**src/rtl/reset_seq_pkg.sv**
```systemverilog
// Shared definitions for the reset sequencer: FSM state encoding, the bit
// positions inside last_cause, counter width and parameter defaults.
package reset_seq_pkg;

    typedef enum logic [2:0] {
        ST_INIT,
        ST_WAIT_LOCK,
        ST_HOLD,
        ST_RELEASE,
        ST_WAIT_ACK,
        ST_RUN
    } seq_state_e;

    // Bit positions inside last_cause = {lock_loss, ext, soft}
    localparam int CAUSE_SOFT = 0;
    localparam int CAUSE_EXT  = 1;
    localparam int CAUSE_LOCK = 2;
    localparam int CAUSE_W    = 3;

    // One down-counter serves both the hold phase and the ack timeout,
    // so it is sized for the largest ACK_TIMEOUT.
    localparam int CNT_W = 16;

    localparam int DEF_N_STAGES    = 4;
    localparam int DEF_HOLD_CYCLES = 16;
    localparam int DEF_ACK_TIMEOUT = 1024;

endpackage

```
**src/rtl/reset_sequencer_if.sv**
```systemverilog
// Bundle of the request inputs and status outputs of the reset sequencer.
//   master : board side, drives requests, lock and acks, observes status
//   slave  : the sequencer itself
interface reset_sequencer_if #(
    parameter int N_STAGES = reset_seq_pkg::DEF_N_STAGES
) ();
    logic                soft_rst_req;  // single-cycle soft reset pulse
    logic                ext_rst_req;   // level request, ipb_clk domain
    logic                pll_locked;    // asynchronous
    logic [N_STAGES-1:0] stage_ack;     // asynchronous, per stage
    logic [N_STAGES-1:0] stage_rst;     // active-high stage resets
    logic                busy;
    logic                seq_done;
    logic [N_STAGES-1:0] timeout_err;   // sticky
    logic [2:0]          last_cause;    // {lock_loss, ext, soft}
    logic [15:0]         seq_count;

    modport master (
        output soft_rst_req, ext_rst_req, pll_locked, stage_ack,
        input  stage_rst, busy, seq_done, timeout_err, last_cause, seq_count
    );

    modport slave (
        input  soft_rst_req, ext_rst_req, pll_locked, stage_ack,
        output stage_rst, busy, seq_done, timeout_err, last_cause, seq_count
    );
endinterface

```
**src/rtl/reset_sequencer_sync_2ff.sv**
```systemverilog
// Two-flop synchronizer, WIDTH independent bits.
//   ipb_clk, ipb_rst_n : destination clock / async active-low reset
//   d                  : asynchronous inputs
//   q                  : synchronized outputs (reset to 0)
module sync_2ff #(
    parameter int WIDTH = 1
) (
    input  logic             ipb_clk,
    input  logic             ipb_rst_n,
    input  logic [WIDTH-1:0] d,
    output logic [WIDTH-1:0] q
);
    logic [WIDTH-1:0] meta;

    always_ff @(posedge ipb_clk or negedge ipb_rst_n) begin
        if (!ipb_rst_n) begin
            meta <= '0;
            q    <= '0;
        end else begin
            meta <= d;
            q    <= meta;
        end
    end
endmodule

```
**src/rtl/reset_sequencer.sv**
```systemverilog
// Reset sequencer: holds all downstream stage resets until the PLL is locked,
// keeps them asserted for HOLD_CYCLES, then releases stages one at a time in
// ascending order, waiting for each stage's acknowledge (or a timeout) before
// releasing the next one.
//   ipb_clk, ipb_rst_n : clock, async active-low reset
//   bus (slave)        : requests, lock, acks in; stage resets and status out
module reset_sequencer
    import reset_seq_pkg::*;
#(
    parameter int N_STAGES    = DEF_N_STAGES,
    parameter int HOLD_CYCLES = DEF_HOLD_CYCLES,
    parameter int ACK_TIMEOUT = DEF_ACK_TIMEOUT
) (
    input  logic               ipb_clk,
    input  logic               ipb_rst_n,
    reset_sequencer_if.slave   bus
);
    localparam int IDX_W = (N_STAGES > 1) ? $clog2(N_STAGES) : 1;
    localparam logic [IDX_W-1:0] LAST_IDX = IDX_W'(N_STAGES - 1);

    seq_state_e           state;
    logic [CNT_W-1:0]     cnt;
    logic [IDX_W-1:0]     idx;
    logic [N_STAGES-1:0]  stage_rst_q;
    logic [N_STAGES-1:0]  timeout_err_q;
    logic                 busy_q;
    logic                 seq_done_q;
    logic [CAUSE_W-1:0]   last_cause_q;
    logic [15:0]          seq_count_q;
    logic                 pll_q;

    logic [N_STAGES:0]    sync_q;
    logic                 pll_s;
    logic [N_STAGES-1:0]  ack_s;
    logic                 lock_fall;
    logic [CAUSE_W-1:0]   cause_now;
    logic                 req;

    sync_2ff #(.WIDTH(N_STAGES + 1)) u_sync (
        .ipb_clk   (ipb_clk),
        .ipb_rst_n (ipb_rst_n),
        .d         ({bus.pll_locked, bus.stage_ack}),
        .q         (sync_q)
    );

    assign pll_s = sync_q[N_STAGES];
    assign ack_s = sync_q[N_STAGES-1:0];

    // Lock loss is the falling edge of the synchronized lock; while already
    // waiting for lock a low level is the normal condition, not a request.
    assign lock_fall = pll_q & ~pll_s;

    always_comb begin
        cause_now             = '0;
        cause_now[CAUSE_SOFT] = bus.soft_rst_req;
        cause_now[CAUSE_EXT]  = bus.ext_rst_req;
        cause_now[CAUSE_LOCK] = lock_fall;
    end

    assign req = |cause_now;

    always_ff @(posedge ipb_clk or negedge ipb_rst_n) begin
        if (!ipb_rst_n) begin
            state         <= ST_INIT;
            cnt           <= '0;
            idx           <= '0;
            stage_rst_q   <= '1;
            timeout_err_q <= '0;
            busy_q        <= 1'b1;
            seq_done_q    <= 1'b0;
            last_cause_q  <= '0;
            seq_count_q   <= '0;
            pll_q         <= 1'b0;
        end else begin
            seq_done_q <= 1'b0;
            pll_q      <= pll_s;
            if (req) begin
                // Any request restarts from the lock wait; a held ext request
                // keeps re-entering here, so the block parks in WAIT_LOCK.
                state        <= ST_WAIT_LOCK;
                stage_rst_q  <= '1;
                busy_q       <= 1'b1;
                last_cause_q <= cause_now;
                if (bus.soft_rst_req)
                    timeout_err_q <= '0;
            end else begin
                case (state)
                    ST_INIT: state <= ST_WAIT_LOCK;
                    ST_WAIT_LOCK: begin
                        if (pll_s) begin
                            cnt   <= CNT_W'(HOLD_CYCLES - 1);
                            state <= ST_HOLD;
                        end
                    end
                    ST_HOLD: begin
                        if (cnt == '0) begin
                            idx   <= '0;
                            state <= ST_RELEASE;
                        end else begin
                            cnt <= cnt - 1'b1;
                        end
                    end
                    ST_RELEASE: begin
                        stage_rst_q[idx] <= 1'b0;
                        cnt              <= CNT_W'(ACK_TIMEOUT - 1);
                        state            <= ST_WAIT_ACK;
                    end
                    ST_WAIT_ACK: begin
                        if (ack_s[idx] || cnt == '0) begin
                            // A late stage is flagged but does not stall the rest.
                            if (!ack_s[idx])
                                timeout_err_q[idx] <= 1'b1;
                            if (idx == LAST_IDX) begin
                                state       <= ST_RUN;
                                busy_q      <= 1'b0;
                                seq_done_q  <= 1'b1;
                                seq_count_q <= seq_count_q + 1'b1;
                            end else begin
                                idx   <= idx + 1'b1;
                                state <= ST_RELEASE;
                            end
                        end else begin
                            cnt <= cnt - 1'b1;
                        end
                    end
                    ST_RUN: ;
                    default: state <= ST_INIT;
                endcase
            end
        end
    end

    assign bus.stage_rst   = stage_rst_q;
    assign bus.busy        = busy_q;
    assign bus.seq_done    = seq_done_q;
    assign bus.timeout_err = timeout_err_q;
    assign bus.last_cause  = last_cause_q;
    assign bus.seq_count   = seq_count_q;

endmodule

```
**src/flat_wrapper.sv**
```systemverilog
// flat-port wrapper written by rule: the top's interface ports become plain ports
module reset_sequencer_flat import reset_seq_pkg::*;
#(
    parameter int N_STAGES    = DEF_N_STAGES,
    parameter int HOLD_CYCLES = DEF_HOLD_CYCLES,
    parameter int ACK_TIMEOUT = DEF_ACK_TIMEOUT
)
  (ipb_clk, ipb_rst_n, bus_soft_rst_req, bus_ext_rst_req, bus_pll_locked, bus_stage_ack, bus_stage_rst, bus_busy, bus_seq_done, bus_timeout_err, bus_last_cause, bus_seq_count);
  reset_sequencer_if #(.N_STAGES(N_STAGES)) bus_i ();
  input  logic ipb_clk;
  input  logic ipb_rst_n;
  input wire logic [$bits(bus_i.soft_rst_req)-1:0] bus_soft_rst_req;
  input wire logic [$bits(bus_i.ext_rst_req)-1:0] bus_ext_rst_req;
  input wire logic [$bits(bus_i.pll_locked)-1:0] bus_pll_locked;
  input wire logic [$bits(bus_i.stage_ack)-1:0] bus_stage_ack;
  output wire logic [$bits(bus_i.stage_rst)-1:0] bus_stage_rst;
  output wire logic [$bits(bus_i.busy)-1:0] bus_busy;
  output wire logic [$bits(bus_i.seq_done)-1:0] bus_seq_done;
  output wire logic [$bits(bus_i.timeout_err)-1:0] bus_timeout_err;
  output wire logic [$bits(bus_i.last_cause)-1:0] bus_last_cause;
  output wire logic [$bits(bus_i.seq_count)-1:0] bus_seq_count;
  assign bus_i.soft_rst_req = bus_soft_rst_req;
  assign bus_i.ext_rst_req = bus_ext_rst_req;
  assign bus_i.pll_locked = bus_pll_locked;
  assign bus_i.stage_ack = bus_stage_ack;
  assign bus_stage_rst = bus_i.stage_rst;
  assign bus_busy = bus_i.busy;
  assign bus_seq_done = bus_i.seq_done;
  assign bus_timeout_err = bus_i.timeout_err;
  assign bus_last_cause = bus_i.last_cause;
  assign bus_seq_count = bus_i.seq_count;
  reset_sequencer #(.N_STAGES(N_STAGES), .HOLD_CYCLES(HOLD_CYCLES), .ACK_TIMEOUT(ACK_TIMEOUT)) u_core (.ipb_clk(ipb_clk), .ipb_rst_n(ipb_rst_n), .bus(bus_i));
endmodule
```
**config.mk**
```make
export PLATFORM = sky130hd
export DESIGN_NAME = reset_sequencer_flat
export DESIGN_NICKNAME = d
export VERILOG_FILES = /design/src/rtl/reset_seq_pkg.sv /design/src/rtl/reset_sequencer_if.sv /design/src/rtl/reset_sequencer_sync_2ff.sv /design/src/rtl/reset_sequencer.sv /design/src/flat_wrapper.sv
export SDC_FILE = /design/constraint.sdc
export NUM_CORES = 1
export LEC_CHECK = 0
export ABC_AREA = 0
export CAP_MARGIN = 15
export CORE_MARGIN = 1
export CORE_UTILIZATION = 55
export CTS_CLUSTER_DIAMETER = 60
export CTS_CLUSTER_SIZE = 16
export DETAILED_ROUTE_END_ITERATION = 6
export HOLD_SLACK_MARGIN = 0.1
export PLACE_DENSITY_LB_ADDON = 0.3
export SLEW_MARGIN = 20
export SYNTH_ARGS = -nofsm -noshare
export SYNTH_HDL_FRONTEND = slang
export SYNTH_SLANG_ARGS = --single-unit
export TNS_END_PERCENT = 5
```
**constraint.sdc**
```tcl
create_clock -name ipb_clk -period 3.15 [get_ports ipb_clk]
set_input_delay 0.63 -clock ipb_clk [delete_from_list [all_inputs] [get_ports ipb_clk]]
set_output_delay 0.63 -clock ipb_clk [all_outputs]
set_load 0.02 [all_outputs]
```
# Yosys cells after proc, flatten, opt, wreduce, memory -nomap -nowiden

Cells that the tools add are included.

Mux-type cells: 33
Equal/unequal tests: 18
Div/mod/pow operators: 0
Shift operators: 0
Add/subtract/negate cells: 3
Reductions and logical operators: 17
Magnitude comparators: 2
Bitwise logic cells: 6
Multiply operators: 0

Operators by type and width:

| cell                                                | count |
|---|---|
| one-hot mux 16 bit (4 select lines)                 | 1 |
| 2-to-1 mux 16 bit                                   | 3 |
| 2-to-1 mux 4 bit                                    | 7 |
| one-hot mux 3 bit (6 select lines)                  | 1 |
| adder 16 x 1 -> 16 bit, second input constant       | 1 |
| logical NOT 16 bit                                  | 1 |
| subtractor 16 x 1 -> 16 bit, second input constant  | 1 |
| 2-to-1 mux 3 bit                                    | 5 |
| AND reduction 4 bit                                 | 3 |
| 2-to-1 mux 1 bit                                    | 10 |
| != test 2 bit, second input constant                | 5 |
| AND reduction 5 bit                                 | 2 |
| nonzero test 2 bit                                  | 5 |
| != test 2 x 1 -> 1 bit, second input constant       | 4 |
| equality test 3 x 2 -> 1 bit, second input constant | 2 |
| equality test 3 bit, second input constant          | 2 |
| 2-to-1 mux 2 bit                                    | 3 |
| != test 3 x 1 -> 1 bit, second input constant       | 2 |
| bitwise AND 4 bit                                   | 1 |
| inverter 4 bit                                      | 1 |
| bitwise OR 4 bit                                    | 1 |
| one-hot mux 2 bit (2 select lines)                  | 1 |
| nonzero test 4 bit                                  | 1 |
| equality test 3 x 1 -> 1 bit, second input constant | 1 |
| other kinds (14)                                    | 15 |

RAM bits: 0
Word-level logic and storage cells: 91
Memories: 0
Input port bits: 9
Bits in latches: 0
Bits in read-only memories: 0
Output and inout bits: 29
Register bits: 61

# Depth between registers and ports, before layout

Gate-level depths: netlist of run 1.

Depth in word-level cells: 9
Mapped depth: 8
Gate-level depth less buffers: 7

# Cells and area by module

Synthesis of run 1 repeated with hierarchy kept, for this count alone.

Cells, all modules: 286
Area, all modules: 2,912.8 µm²

Modules (own cells, without submodules):

| module          | seq. area each (µm²) | cells each | area each (µm²) | instances |
|---|---|---|---|---|
| reset_sequencer | 1,282.5              | 276        | 2,662.6         | 1 |
| sync_2ff        | 250.2                | 10         | 250.2           | 1 |

# Worst setup path before layout of run 1

No wires, ideal clock.

Path type: register to register
From: register u_core.cnt[0]
To: register u_core.cnt[1]
Setup slack: 800 ps
Data required time: 3,022 ps
Stages on the path, launching flop included: 9
Clock period less this slack: 2,350 ps
Path buffers: 1
Setup time: 128 ps
Arrival: 2,223 ps
Cell sequence: dfrtp_1 inv_1 ha_1 nor4b_2 nand4_1 a21oi_1 or3_1 buf_2 mux2_1

Longest elaborated chain between the ends: 4
Elaborated cells on any way between the ends: 9
Classes of those cells: 1 x add/sub; 2 x eq/ne; 3 x mux; 3 x reduce/logical

Ends and longest elaborated chain:

| item                                                                                | line                   | source |
|---|---|---|
| start: declaration                                                                  | reset_sequencer.sv:22  | `logic [CNT_W-1:0] cnt;` |
| start signal: assignment                                                            | reset_sequencer.sv:91  | `cnt <= CNT_W'(HOLD_CYCLES - 1);` |
| start signal: assignment                                                            | reset_sequencer.sv:100 | `cnt <= cnt - 1'b1;` |
| start signal: assignment                                                            | reset_sequencer.sv:105 | `cnt <= CNT_W'(ACK_TIMEOUT - 1);` |
| parallel branches: the longest is 4 deep, another holds subtractor 16 x 1 -> 16 bit | n/a                    |  |

Several ways; the timed one is not identified. The select of a mux whose other input is x is not followed.
A chain may end at the register's enable or synchronous reset.

# Final worst setup path of run 1

From: register u_core.cnt[0]
To: register u_core.idx[1]

Longest elaborated chain between the ends: 4
Elaborated cells on any way between the ends: 5
Classes of those cells: 2 x eq/ne; 3 x reduce/logical

Ends and longest elaborated chain:

| item                             | line                                          | source |
|---|---|---|
| logical NOT 16 bit *             | reset_sequencer.sv:96, reset_sequencer.sv:109 |  |
| logical OR 1 bit                 | reset_sequencer.sv:109                        | `if (ack_s[idx] \|\| cnt == '0) begin` |
| != test 2 x 1 -> 1 bit (no line) | n/a                                           |  |
| AND reduction 5 bit (no line) *  | n/a                                           |  |
| end signal: assignment           | reset_sequencer.sv:119                        | `idx <= idx + 1'b1;` |
| end: declaration                 | reset_sequencer.sv:23                         | `logic [IDX_W-1:0] idx;` |

Every way passes the cells marked *; elsewhere a longest branch is shown, timed or not.

==> results of run 1 <==
[worst reg2reg max path, delay by kind of cell (launching register included)]
kind | cells | cell delay (ns)
AOI/OAI and AO/OA | 2 | 0.43
adders and majority gates | 1 | 0.22
buffers and inverters | 1 | 0.07
DFF | 1 | 0.40
and+or+nand+nor | 3 | 1.41
[logic make-up after synthesis]
kind of cell / Yosys count / synth area share
AND/OR/NAND/NOR: 124 / 0.215
AO/OA/AOI/OAI: 62 / 0.140
flip-flops: 61 / 0.512
buffers and inverters: 28 / 0.0389
XOR/XNOR: 15 / 0.0439
multiplexers: 7 / 0.0247
adder cells (fa/ha/maj): 6 / 0.0251
[through the flow]
stage,hold WS (ns),std cells
after floorplan,0.331,303
after global placement,0.334,408
after detailed placement,0.336,408
after CTS,0.341,424
after global routing,0.320,424
final,0.280,424
[cells in the mapped netlist, drive strengths merged, types with 4 or more instances]
cell type / n
a31oi: 4
nor3: 8
nor4: 9
inv: 14
nor2: 31
buf: 5
dfstp: 5
or4: 4
xnor2: 14
ha: 6
o21a: 4
nand2: 29
a21oi: 18
dfrtp: 56
nand4: 11
o41ai: 6
a21o: 4
or3: 7
nand3: 10
o31ai: 6
mux2i: 4
o21ai: 8
clkbuf: 9
[cell type report]
type,instances,area (um2)
inverters,14,52.6
multi-input cells,214,1340
flip-flops and latches,61,1530
fillers,365,1470
clock inverters,3,67.6
repair buffers,49,458
clock buffers,13,159
well taps,70,87.6
[routing by layer]
layer  up-vias  track usage
met1      1175        0.325
met4         0        0.109
met3        12       0.0820
met5         -            0
met2        83        0.419
li1       1189            -
[worst max path at each step]
stage	startpoint	cells past startpoint	end	slack (ns)
after floorplan	u_core.cnt[0]	8	u_core.cnt[1]	0.80
after CTS	u_core.cnt[0]	7	u_core.idx[1]	0.55
after global placement	bus_soft_rst_req	6	u_core.bus.seq_count[7]	0.46
after global routing	u_core.cnt[0]	7	u_core.bus.seq_count[1]	0.32
final	u_core.cnt[0]	7	u_core.idx[1]	0.55
after detailed placement	bus_soft_rst_req	6	u_core.bus.seq_count[11]	0.40
[sequential cells by signal, indices dropped and copies added (netlist names)]
signal                  cells
u_core.u_sync.q             5
u_core.pll_q                1
u_core.bus.stage_rst        4
u_core.cnt                 16
u_core.bus.seq_count       16
u_core.bus.seq_done         1
u_core.idx                  2
u_core.bus.busy             1
u_core.bus.last_cause       3
u_core.u_sync.meta          5
u_core.bus.timeout_err      4
u_core.state                3
[power groups by stage]
stage / Combinational [mW] / Sequential (mW) / Clock [mW]
CTS: 0.175 / 0.854 / 0.807
global route: 0.197 / 0.859 / 0.845
global placement: 0.169 / 0.867 / 0
floorplan: 0.108 / 0.863 / 0
finish: 0.175 / 0.855 / 0.789
detailed placement: 0.174 / 0.868 / 0
==> flow_metrics.tcl, run 1 <==
set metrics [dict create \
    drive_above_1_share 0.110 \
    worst_slack_ns 0.550 \
    die-area_um2 5740 \
    yosys_warnings 0 \
    slowest_stage "or4_1" \
    totalNegativeSetupSlack_ns 0 \
    final_cell_area_um2 3700 \
    gp_congestion 0.871 \
    crit_path_max_incr_delay_ns 0.60 \
    critical_path_buf_inv_count 1 \
    dr.pass1.iters 4 \
    antenna_found_initial 0 \
    numPortBuffers 37 \
    cts_made_buffers 9 \
    fmax_mhz 385 \
    start_util 0.578 \
    cp_top_family "simple AND/OR/NAND/NOR gates" \
    drc_errors 0 \
    post_synth.cell_area_avg_um2 9.87 \
    dominantRegCellSynth "dfrtp_1" \
    syn2layout_area_growth_pct 23.7 \
    clock_power_share 0.433 \
    final_common_cell "dfrtp_1" \
    clk_pin_slew_ns 0.06 \
    fp.dieH_um 75.8 \
    switching_share 0.242 \
    syn-num-nets 318 \
    dp_hpwl_um 4640 \
    reg2reg_slack_ns 0.55 \
    row_count 26 \
    p_int_mw 1.38 \
    post-place-ws_ns 0.395 \
    finClkSkew_ns 0.0131 \
    maxSlewViolCount 0 \
    rr_startpoint "u_core.cnt[0]" \
    ctsLongestPathBuffers 2 \
    h-tree-depth 3 \
    crit_type "register to register" \
    wl_um 6620 \
    r2r-end "u_core.idx[1]" \
    vias 2459 \
    final_cell_mix "56 x dfrtp_1, 36 x clkdlybuf4s50_1, 31 x nor2_1" \
    topRoutingLayerUsed "met4" \
    nets 364 \
    rsz0062_at_grt "false" \
    ys_seq_elements 61 \
    post_cts_buffers 0 \
    clk_latency_ns 0.35 \
    total_power_mw 1.82 \
    min_path_type "input port to asynchronous set/reset pin" \
    synth_edf_count 0 \
    placed_area_um2 3470 \
    syn-cell-area_um2 2990 \
    grt_pass1_vias 2310 \
    postCtsHoldBufs 0 \
    grt_max_degree 48 \
    ys_seq_area_frac 0.512 \
    diodes 0 \
    p_leak_nw 1.56 \
    switching_power_uw 441 \
    wl_met3_um 353 \
    maxCapViolCount 0 \
    period_share 0.825 \
    crit_required_ns 3.41 \
    tightest_slew_ns 0.765 \
    grt_pass1_wl_um 10800 \
    postLayoutCoreUtil 0.715 \
    critPathMaxFanout 8 \
    core_um2 5170 \
    crit_chain "inv_1 -> ha_1 -> nor4b_2 -> and4_1 -> o21ai_1 -> or4_1 -> o22ai_1" \
    vdd_drop_max_mv 0.348 \
    grt_usage 0.260 \
    cts_root_buf "clkbuf_8" \
    die_w_um 75.8 \
    finalCriticalPeriod_ns 2.60 \
    synth_cells 303 \
    combPwrFrac 0.096 \
    r2r_cells 7 \
    seq_power_share 0.470 \
    status "completed" \
    async_flop_share 1.00 \
    avgRoutedWirePerCell_um 15.6 \
    met1_length_um 2850 \
    setup_viol 0 \
    route.met2.wl_um 3300 \
    cts_resized 0 \
    critPathArrivalTime_ns 2.86 \
    synth_cell_types 49 \
    overflow 0 \
    cp-start-kind "register" \
    initialDrtViolationCount 210 \
    cts_tree "built" \
    pin_count 38 \
    synth_top_area_frac 0.468 \
    via_per_inst 5.80 \
    cp-end-kind "register" \
    clkSinkCount 61 \
    power.density_nw_per_um2 492 \
    hold_viol_final 0 \
    ant_nets 0 \
    netlist.top_cell.by_area "dfrtp_1" \
    ys_top_cells_by_area "dfrtp_1 47%, dfstp_2 4.4%, xnor2_1 4.1%, nor2_1 3.9%, nand2_1 3.6%" \
    relSlewSlack 0.488 \
]
(Power assumes the default switching activity.)
==> inputs of run 2 (changes only) <==
==> constraint.sdc (replaced) <==
create_clock -name ipb_clk -period 2.7 [get_ports ipb_clk]
set_input_delay 0.54 -clock ipb_clk [delete_from_list [all_inputs] [get_ports ipb_clk]]
set_output_delay 0.54 -clock ipb_clk [all_outputs]
set_load 0.02 [all_outputs]
==> flow_metrics.tcl, run 2 (synthesis gave the netlist of run 1 again) <==
set metrics [dict create \
    status "completed" \
    p_int_mw 1.37 \
    totalNegativeSetupSlack_ns 0 \
    antenna_found_initial 0 \
    seq_power_share 0.525 \
    min_path_type "input port to asynchronous set/reset pin" \
    wl_um 6630 \
    cp-end-kind "register" \
    drc_errors 0 \
    cts_tree "built" \
    hold_viol_final 0 \
    crit_required_ns 2.88 \
    gp_congestion 0.874 \
    initialDrtViolationCount 127 \
    clkSinkCount 61 \
    ctsLongestPathBuffers 2 \
    start_util 0.578 \
    grt_max_degree 62 \
    dr.pass1.iters 4 \
    setup_viol 0 \
    postLayoutCoreUtil 0.714 \
    grt_pass1_vias 2392 \
    combPwrFrac 0.112 \
    maxCapViolCount 0 \
    die_w_um 75.8 \
    period_share 0.939 \
    h-tree-depth 3 \
    final_cell_mix "56 x dfrtp_1, 36 x clkdlybuf4s50_1, 31 x nor2_1" \
    fp.dieH_um 75.8 \
    post_cts_buffers 0 \
    post-place-ws_ns 0.206 \
    avgRoutedWirePerCell_um 15.4 \
    total_power_mw 1.90 \
    dp_hpwl_um 4770 \
    finalNonFillerCells 431 \
    vias 2503 \
    grt_usage 0.253 \
    p_leak_nw 1.56 \
    clk_pin_slew_ns 0.07 \
    finClkSkew_ns 0.0105 \
    postCtsHoldBufs 0 \
    nets 371 \
    die-area_um2 5740 \
    critPathArrivalTime_ns 2.72 \
    cts_root_buf "clkbuf_8" \
    numPortBuffers 37 \
    core_um2 5170 \
    switching_power_uw 528 \
    fin_hold_ws_ns 0.349 \
    fmax_mhz 395 \
    switching_share 0.278 \
    row_count 26 \
    worst_slack_ns 0.165 \
    placed_area_um2 3520 \
    critPathMaxFanout 7 \
    rsz0062_at_grt "false" \
    grt_pass1_wl_um 10700 \
    clk_latency_ns 0.34 \
    pin_count 38 \
    cts_made_buffers 9 \
    reg2reg_slack_ns 0.17 \
    crit_type "register to register" \
    final_cell_area_um2 3690 \
    vdd_drop_max_mv 0.336 \
    syn2layout_area_growth_pct 23.4 \
    cts_resized 0 \
    via_per_inst 5.81 \
    relSlewSlack 0.496 \
    overflow 0 \
    maxSlewViolCount 0 \
    tightest_slew_ns 0.757 \
    power.density_nw_per_um2 514 \
    ant_nets 0 \
    drive_above_1_share 0.130 \
    place_inst 415 \
    finalCriticalPeriod_ns 2.53 \
    clock_power_share 0.363 \
    final_common_cell "dfrtp_1" \
    diodes 0 \
    cp-start-kind "register" \
]
-- run 2: cell type report --
class | count | area [um2]
Timing Repair Buffer | 56 | 508
Clock inverter | 6 | 40.0
Fill cell | 370 | 1480
Multi-Input combinational cell | 214 | 1340
Inverter | 14 | 52.6
Sequential cell | 61 | 1530
Clock buffer | 10 | 128
Tap cell | 70 | 87.6
-- run 2: power by group through the flow --
stage / Sequential, mW / Combinational, mW / Clock (mW)
global route: 1.00 / 0.236 / 0.741
global placement: 1.01 / 0.206 / 0
detailed placement: 1.01 / 0.211 / 0
finish: 0.996 / 0.212 / 0.690
CTS: 0.994 / 0.212 / 0.709
floorplan: 1.01 / 0.126 / 0
-- run 2: final timing paths --
path | from | to | cells past startpoint
max in group asynchronous | ipb_rst_n | u_core.cnt[14] | 2
min in group ipb_clk | u_core.u_sync.meta[0] | u_core.u_sync.q[0] | 0
min | ipb_rst_n | u_core.u_sync.q[3] | 2
max reg2reg | u_core.cnt[0] | u_core.idx[0] | 7
min reg2reg | u_core.u_sync.meta[0] | u_core.u_sync.q[0] | 0
max | u_core.cnt[0] | u_core.idx[0] | 7
-- run 2: worst max-delay path: stages (launching register included) --
cell       delay [ns]
dfrtp_1          0.40
inv_1            0.07
ha_1             0.23
nor4b_2          0.40
and4_1           0.42
nor2_1           0.10
a2111oi_0        0.61
mux2i_1          0.15
-- run 2: layer usage --
metal  vias to the layer above  GRT usage  share of wire
li1                       1209          -              -
met2                        87      0.394           0.48
met3                         7     0.0728          0.062
met5                         -          0              0
met4                         0      0.128         0.0088
met1                      1200      0.321           0.44
==> inputs of run 3 (changes only) <==
--- a/config.mk
+++ b/config.mk
@@ -8,7 +8,7 @@
 export ABC_AREA = 0
 export CAP_MARGIN = 15
 export CORE_MARGIN = 1
-export CORE_UTILIZATION = 55
+export CORE_UTILIZATION = 38
 export CTS_CLUSTER_DIAMETER = 60
 export CTS_CLUSTER_SIZE = 16
 export DETAILED_ROUTE_END_ITERATION = 6
==> flow_metrics.tcl, run 3 (synthesis gave the netlist of run 1 again) <==
set metrics [dict create \
    status "completed" \
    initialDrtViolationCount 231 \
    seq_power_share 0.446 \
    maxCapViolCount 0 \
    gp_congestion 0.844 \
    wl_um 7010 \
    ant_nets 0 \
    cp-end-kind "register" \
    final_cell_mix "56 x dfrtp_1, 36 x clkdlybuf4s50_1, 31 x nor2_1" \
    clk_latency_ns 0.35 \
    placed_area_um2 3590 \
    post-place-ws_ns 0.219 \
    dr.pass1.iters 5 \
    combPwrFrac 0.095 \
    drc_errors 0 \
    period_share 0.873 \
    power.density_nw_per_um2 582 \
    diodes 0 \
    r2r-end "u_core.bus.seq_count[11]" \
    syn2layout_area_growth_pct 28.3 \
    r2r_cells 8 \
    p_int_mw 1.70 \
    critPathMaxFanout 6 \
    nets 373 \
    tightest_slew_ns 0.867 \
    h-tree-depth 3 \
    row_count 31 \
    grt_usage 0.186 \
    avgRoutedWirePerCell_um 15.2 \
    cts_tree "built" \
    numPortBuffers 37 \
    cts_made_buffers 9 \
    dp_hpwl_um 5020 \
    vdd_drop_max_mv 0.457 \
    die_w_um 90.7 \
    ctsLongestPathBuffers 2 \
    fmax_mhz 424 \
    worst_slack_ns 0.343 \
    rsz0062_at_grt "false" \
    cts_root_buf "clkbuf_8" \
    grt_pass1_vias 2430 \
    finalCriticalPeriod_ns 2.36 \
    postCtsHoldBufs 0 \
    finClkSkew_ns 0.0116 \
    maxSlewViolCount 0 \
    pin_count 38 \
    grt_max_degree 33 \
    clock_power_share 0.459 \
    fin_hold_ws_ns 0.235 \
    fp.dieH_um 90.7 \
    p_leak_nw 1.62 \
    setup_viol 0 \
    totalNegativeSetupSlack_ns 0 \
    die-area_um2 8230 \
    post_cts_buffers 0 \
    overflow 0 \
    reg2reg_slack_ns 0.34 \
    switching_share 0.236 \
    critPathArrivalTime_ns 2.58 \
    cts_resized 0 \
    place_inst 446 \
    final_cell_area_um2 3840 \
    crit_required_ns 2.92 \
    grt_pass1_wl_um 12000 \
    finalNonFillerCells 462 \
    drive_above_1_share 0.135 \
    start_util 0.402 \
    hold_viol_final 0 \
    min_path_type "input port to asynchronous set/reset pin" \
    rr_startpoint "u_core.cnt[0]" \
    cp-start-kind "register" \
    crit_type "register to register" \
    via_per_inst 5.38 \
    final_common_cell "dfrtp_1" \
    switching_power_uw 527 \
    relSlewSlack 0.420 \
    vias 2487 \
    antenna_found_initial 0 \
    clkSinkCount 61 \
    core_um2 7450 \
    clk_pin_slew_ns 0.08 \
]
[run 3: area by class of cell]
class,instances,area (um2)
clock buffer,12,155
clock inverter,4,95.1
fill,697,3610
inverter,14,52.6
multi-input combinational,214,1340
sequential,61,1530
tap,99,124
timing repair buffer,58,536
[run 3: routing by layer]
| layer | GRT usage | wire (um) | up-vias |
|---|---|---|---|
| li1 | - | - | 1209 |
| met1 | 0.262 | 3360 | 1207 |
| met2 | 0.273 | 3230 | 63 |
| met3 | 0.0488 | 325 | 8 |
| met4 | 0.0699 | 93 | 0 |
| met5 | 0 | 0 | - |
[run 3: power by group through the flow]
stage / combinational (mW) / sequential (mW) / clock (mW)
final: 0.213 / 0.995 / 1.02
after detailed placement: 0.215 / 1.01 / 0
after CTS: 0.216 / 0.994 / 1.04
after floorplan: 0.126 / 1.01 / 0
after global placement: 0.213 / 1.01 / 0
after global routing: 0.240 / 1.00 / 1.08
[run 3: per-stage QoR]
step,util,total power [mW]
floorplan,-,1.13
global placement,0.482,1.22
detailed placement,0.482,1.22
CTS,0.515,2.25
global route,0.515,2.32
finish,0.515,2.23
[run 3: how the worst max path moves through the flow]
stage / from / endpoint / depth (start not counted)
after floorplan: u_core.cnt[0] / u_core.cnt[1] / 8
after global placement: bus_soft_rst_req / u_core.bus.seq_count[6] / 6
after detailed placement: bus_soft_rst_req / u_core.bus.seq_count[10] / 6
after CTS: u_core.cnt[0] / u_core.bus.seq_count[11] / 8
after global routing: u_core.cnt[0] / u_core.bus.seq_count[11] / 8
final: u_core.cnt[0] / u_core.bus.seq_count[11] / 8
[run 3: critical path, stage by stage (launching register included)]
cell       delay (ns)
dfrtp_1          0.41
inv_1            0.07
ha_1             0.22
nor4b_2          0.30
nand4_1          0.29
a2111oi_2        0.46
buf_4            0.22
nand4_1          0.12
xnor2_1          0.15
